`src/rtl/tsv_link_rx.sv`:
```
// Receive end of the inter-tier TSV link: deserializes LANES-wide beats into WIDTH-bit words,
// checks even parity and buffers good words in a DEPTH-entry valid/ready FIFO.
module tsv_link_rx #(
    parameter int WIDTH = 16,
    parameter int LANES = 2,
    parameter int DEPTH = 2
) (
    input  logic             clk1,
    input  logic             rst,
    input  logic             tsv_frm,
    input  logic [LANES-1:0] tsv_dat,
    input  logic             tsv_par,
    output logic             tsv_rdy,
    output logic [WIDTH-1:0] rx_data,
    output logic             rx_valid,
    input  logic             rx_ready,
    output logic [7:0]       err_cnt,
    output logic             ovf_err,
    output logic             fsm_state
);
    localparam int BEATS = WIDTH / LANES;
    localparam int CW    = $clog2(BEATS);
    localparam int PW    = (DEPTH > 1) ? $clog2(DEPTH) : 1;
    localparam int NW    = $clog2(DEPTH + 1);
    localparam logic [CW-1:0] LAST = CW'(BEATS - 1);

    localparam logic [0:0] ST_IDLE = 1'b0;
    localparam logic [0:0] ST_RECV = 1'b1;

    // Handshake: a word leaves the FIFO on a clock edge where rx_valid && rx_ready; rx_data
    // is held stable while rx_valid is high and not accepted.
    logic [0:0]       state_q, state_d;
    logic [CW-1:0]    cnt_q, cnt_d;
    logic [CW-1:0]    drop_q, drop_d;
    logic [WIDTH-1:0] word_q, word_d, word_asm;
    logic [CW-1:0]    beat_idx;
    logic             beat_en, push, err_inc;
    logic             ovf_q, ovf_d;
    logic             rdy_q, rdy_d;
    logic [7:0]       err_q, err_d;

    logic [WIDTH-1:0] mem_q [DEPTH];
    logic [PW-1:0]    wr_ptr_q, rd_ptr_q;
    logic [NW-1:0]    count_q, count_d;
    logic             pop, do_push;

    // A frame restart (beat 0) always lands in slot 0, whatever the current beat count.
    assign beat_idx = (state_q == ST_IDLE || tsv_frm) ? '0 : cnt_q;

    always_comb begin
        word_asm = word_q;
        for (int k = 0; k < BEATS; k++) begin
            if (beat_idx == CW'(k)) word_asm[k*LANES +: LANES] = tsv_dat;
        end
    end

    always_comb begin
        state_d = state_q;
        cnt_d   = cnt_q;
        drop_d  = drop_q;
        ovf_d   = ovf_q;
        beat_en = 1'b0;
        push    = 1'b0;
        err_inc = 1'b0;
        if (drop_q != '0) begin
            drop_d = drop_q - CW'(1);
        end else if (state_q == ST_IDLE) begin
            if (tsv_frm) begin
                if (!rdy_q) begin
                    ovf_d  = 1'b1;
                    drop_d = LAST;
                end else begin
                    beat_en = 1'b1;
                    cnt_d   = CW'(1);
                    state_d = ST_RECV;
                end
            end
        end else begin
            beat_en = 1'b1;
            if (tsv_frm) begin
                err_inc = 1'b1;
                cnt_d   = CW'(1);
            end else if (cnt_q == LAST) begin
                state_d = ST_IDLE;
                cnt_d   = '0;
                if ((^word_asm) == tsv_par) push = 1'b1;
                else                        err_inc = 1'b1;
            end else begin
                cnt_d = cnt_q + CW'(1);
            end
        end
        word_d = beat_en ? word_asm : word_q;
        err_d  = (err_inc && err_q != 8'hFF) ? err_q + 8'd1 : err_q;
    end

    always_comb begin
        pop     = (count_q != '0) && rx_ready;
        do_push = push && ((count_q != NW'(DEPTH)) || pop);
        count_d = count_q + NW'(do_push) - NW'(pop);
        // A frame in RECV holds one slot until it is pushed or dropped.
        rdy_d   = (int'(count_d) + int'(state_d == ST_RECV)) < DEPTH;
    end

    always_ff @(posedge clk1) begin
        if (rst) begin
            state_q  <= ST_IDLE;
            cnt_q    <= '0;
            drop_q   <= '0;
            word_q   <= '0;
            ovf_q    <= 1'b0;
            rdy_q    <= 1'b0;
            err_q    <= '0;
            wr_ptr_q <= '0;
            rd_ptr_q <= '0;
            count_q  <= '0;
            for (int i = 0; i < DEPTH; i++) mem_q[i] <= '0;
        end else begin
            state_q <= state_d;
            cnt_q   <= cnt_d;
            drop_q  <= drop_d;
            word_q  <= word_d;
            ovf_q   <= ovf_d;
            rdy_q   <= rdy_d;
            err_q   <= err_d;
            count_q <= count_d;
            if (do_push) begin
                mem_q[wr_ptr_q] <= word_asm;
                wr_ptr_q <= (wr_ptr_q == PW'(DEPTH - 1)) ? '0 : wr_ptr_q + PW'(1);
            end
            if (pop) rd_ptr_q <= (rd_ptr_q == PW'(DEPTH - 1)) ? '0 : rd_ptr_q + PW'(1);
        end
    end

    assign tsv_rdy   = rdy_q;
    assign rx_valid  = (count_q != '0);
    assign rx_data   = mem_q[rd_ptr_q];
    assign err_cnt   = err_q;
    assign ovf_err   = ovf_q;
    assign fsm_state = state_q;
endmodule

```
`config.mk`:
```
export PLATFORM = sky130hd
export DESIGN_NAME = tsv_link_rx
export DESIGN_NICKNAME = d
export VERILOG_FILES = /design/src/rtl/tsv_link_rx.sv
export SDC_FILE = /design/constraint.sdc
export NUM_CORES = 1
export LEC_CHECK = 0
export CAP_MARGIN = 20
export CORE_MARGIN = 2
export CORE_UTILIZATION = 58
export DETAILED_ROUTE_END_ITERATION = 16
export MAX_ROUTING_LAYER = met4
export PLACE_DENSITY = 0.76
export SLEW_MARGIN = 5
export SYNTH_ARGS = -nofsm -noshare
export SYNTH_HDL_FRONTEND = slang
export SYNTH_SLANG_ARGS = --single-unit
```
`constraint.sdc`:
```
create_clock -name clk1 -period 6.2 [get_ports clk1]
set_clock_uncertainty 0.2 [all_clocks]
set_input_delay 1.24 -clock clk1 [delete_from_list [all_inputs] [get_ports clk1]]
set_output_delay 1.24 -clock clk1 [all_outputs]
set_load 0.02 [all_outputs]
```
==> metrics <==
status=complete, no violations; reg-to-reg critical path endpoint=mem_q[1][1]; relative max-transition margin=0.352; pwr dens=252 nW/µm²; Worst Setup SP=tsv_frm; clock group share of total power=0.330; worst hold path class=register to register; syn_area_per_cell=10.1 µm²; finished layout cell area=4380 µm²; # IOs=35; Worst-path clk slew=0.07 ns; largest net degree at the start of global routing=40; internal power=0.781 mW; n_diodes=0; GRT Util Overall=0.231; top post-synthesis cells by area=edfxtp_1 25%, dfxtp_1 20%, mux2i_1 6.7%; synth unique cells=63; share of cells above drive strength 1=0.132; Slew @ Worst Pin=0.973 ns; R2R cell count=10; CTS Buffer Depth=2; setup TNS=0 ns; Die Width=85.5 µm; final hold vios=0; crit end category=register; gr ovfl total=0; CP peak stage delay=0.59 ns; Post-synth EDFFs=32; Yosys reg bits=70; async set-reset flop share out of synthesis=0; CTS Sinks=70; CORE AREA=6390 µm²; minimum clock period=5.15 ns; most frequent CP cell=or3b_1; CP Capture Point=mem_q[1][1]; top-count cell post-synth=nor2_1; Final HPWL DP=5300 µm; antenna viol nets, final=0; worst skew pair latency=0.35 ns; Wirelength per Cell=15.9 µm; Pwr Total=1.10 mW; TritonCTS clock tree=done; CP Cell Sequence=clkdlybuf4s50_1 > nand4bb_4 > or3b_1 > a221o_1 > o211ai_2 > xnor3_1 > xnor2_2 > nand3_2 > or3b_1 > buf_4 > nand2_1; DP Area=4180 µm²; max-slew violations=0; Synth top area share=0.249; synthesized area=3860 µm²; CTS Buf Count=9; Post-Syn Nets=393; nets=416; Req. time, crit path=5.99 ns; 1st-pass router iterations=4; P_sw=0.321 mW; endpoints failing setup=0; hold wc startpoint=ovf_err; via count=2873; Max Fclk=0.194 GHz; P&R area growth vs syn=13.5%; Yosys warning count=0; VDD IR max=214 µV; CP Max Fanout=17; Placement Rows=29; P_leak=1.58 nW; Routed Wire Length=7690 µm; Final period util=0.830; Root Driver=clkbuf_8; Crit-path slowest cell=clkdlybuf4s50_1; routability congestion estimate=0.860; Synth area leader=edfxtp_1; vias per inst=5.92; Main synth FF type=dfxtp_1; first-pass GRT wire length=12800 µm; critical path class=primary input to register; number of global-route vias before repair=2650; M3 GR Usage=0.0529; post-synthesis cell count=380; M2 GR Usage=0.353; total of max-cap violations=0; die height=85.5 µm; die area=7320 µm²; Worst EP arrival=4.93 ns; worst r2r src=cnt_q[1]; Worst setup SP type=primary input; Hold Buf Count CTS=0; Initial DRC Count=220; sequential share of power=0.489; RSZ-0062 raised after global routing=no; Logic pwr share=0.181; Post-CTS Resized=0; CTS HTree Levels=3; R2R Setup Slk=1.86 ns; Setup Buffers After CTS=0; Seq/Total Area, Yosys=0.446; Residual DRC=0; Starting Density=0.604; switching share of total power=0.291; PortBufs=34; GRT busiest layer=met2; Commonest cells post-synth=49 x nor2_1, 38 x dfxtp_1, 32 x edfxtp_1, 26 x mux2i_1, 23 x a21oi_1; met1 Track Usage GR=0.296; initial antenna violation count=0
-- area by class of cell --
cell class	instances	area, µm²
clock buffer	9	124
inverter	6	22.5
multi-input combinational	277	1960
tap	77	96.3
clock inverter	7	75.1
timing repair buffer	39	378
fill	516	2010
sequential	70	1720
-- sequential cells by signal (all words and copies together), names as in the netlist, 2 cells and up, named ones only --
name	flops
drop_q	3
count_q	2
word_q	16
err_cnt	8
mem_q	32
cnt_q	3
-- worst max-delay path: cells and delay by family --
family,cells,cell delay (ns)
XOR/XNOR,2,0.60
buffers and inverters,2,0.82
AO/OA/AOI/OAI,2,0.39
AND/OR/NAND/NOR,5,1.87
-- worst min-delay path by stage --
stage                      to  depth (start not counted)
floorplan           drop_q[2]                          1
global placement      ovf_err                          2
detailed placement  drop_q[2]                          1
CTS                 drop_q[2]                          1
global route          ovf_err                          2
finish                ovf_err                          2
-- per-layer routing --
metal	share of wire	wire, µm	vias up
met4	0.022	167	0
met2	0.47	3600	81
met3	0.046	357	13
met1	0.46	3570	1367
li1	-	-	1412
met5	0	0	-
-- stage by stage --
step	cells	util	hold slack, ns	setup WS [ns]
floorplan	380	-	0.242	1.38
global placement	469	0.654	0.255	0.783
detailed placement	469	0.654	0.266	0.699
CTS	485	0.685	0.283	1.08
global route	485	0.685	0.333	0.879
finish	485	0.685	0.281	1.05
-- power by group through the flow --
stage / Clock, mW / Sequential (mW) / Combinational, mW
after floorplan: 0 / 0.540 / 0.158
after global placement: 0 / 0.547 / 0.192
after detailed placement: 0 / 0.548 / 0.198
after CTS: 0.371 / 0.538 / 0.200
after global routing: 0.392 / 0.542 / 0.223
final: 0.364 / 0.538 / 0.199
-- cells in the final DEF (no fill, tap or decap), drive strengths merged, types with 7 or more instances in the layout --
| cell type | Yosys | routed |
|---|---|---|
| dfxtp | 38 | 38 |
| edfxtp | 32 | 32 |
| mux2 | 16 | 16 |
| xor2 | 12 | 12 |
| mux2i | 26 | 26 |
| clkbuf | 14 | 9 |
| nand2 | 21 | 21 |
| clkdlybuf4s50 | 0 | 34 |
| a21oi | 23 | 23 |
| nor3 | 7 | 7 |
| o21ai | 13 | 13 |
| nor2 | 58 | 58 |
| a211oi | 8 | 8 |
| nand3 | 11 | 11 |
| xnor2 | 12 | 12 |
-- kinds of logic after synthesis --
| group | count (synthesis) | share of synthesized area |
|---|---|---|
| mux | 42 | 0.114 |
| compound gates | 64 | 0.106 |
| xor+xnor | 26 | 0.0681 |
| simple gates | 139 | 0.200 |
| buf+inv | 33 | 0.0454 |
| fa+ha+maj | 6 | 0.0195 |
| flops | 70 | 0.446 |
Power figures use the tool's default switching activity.
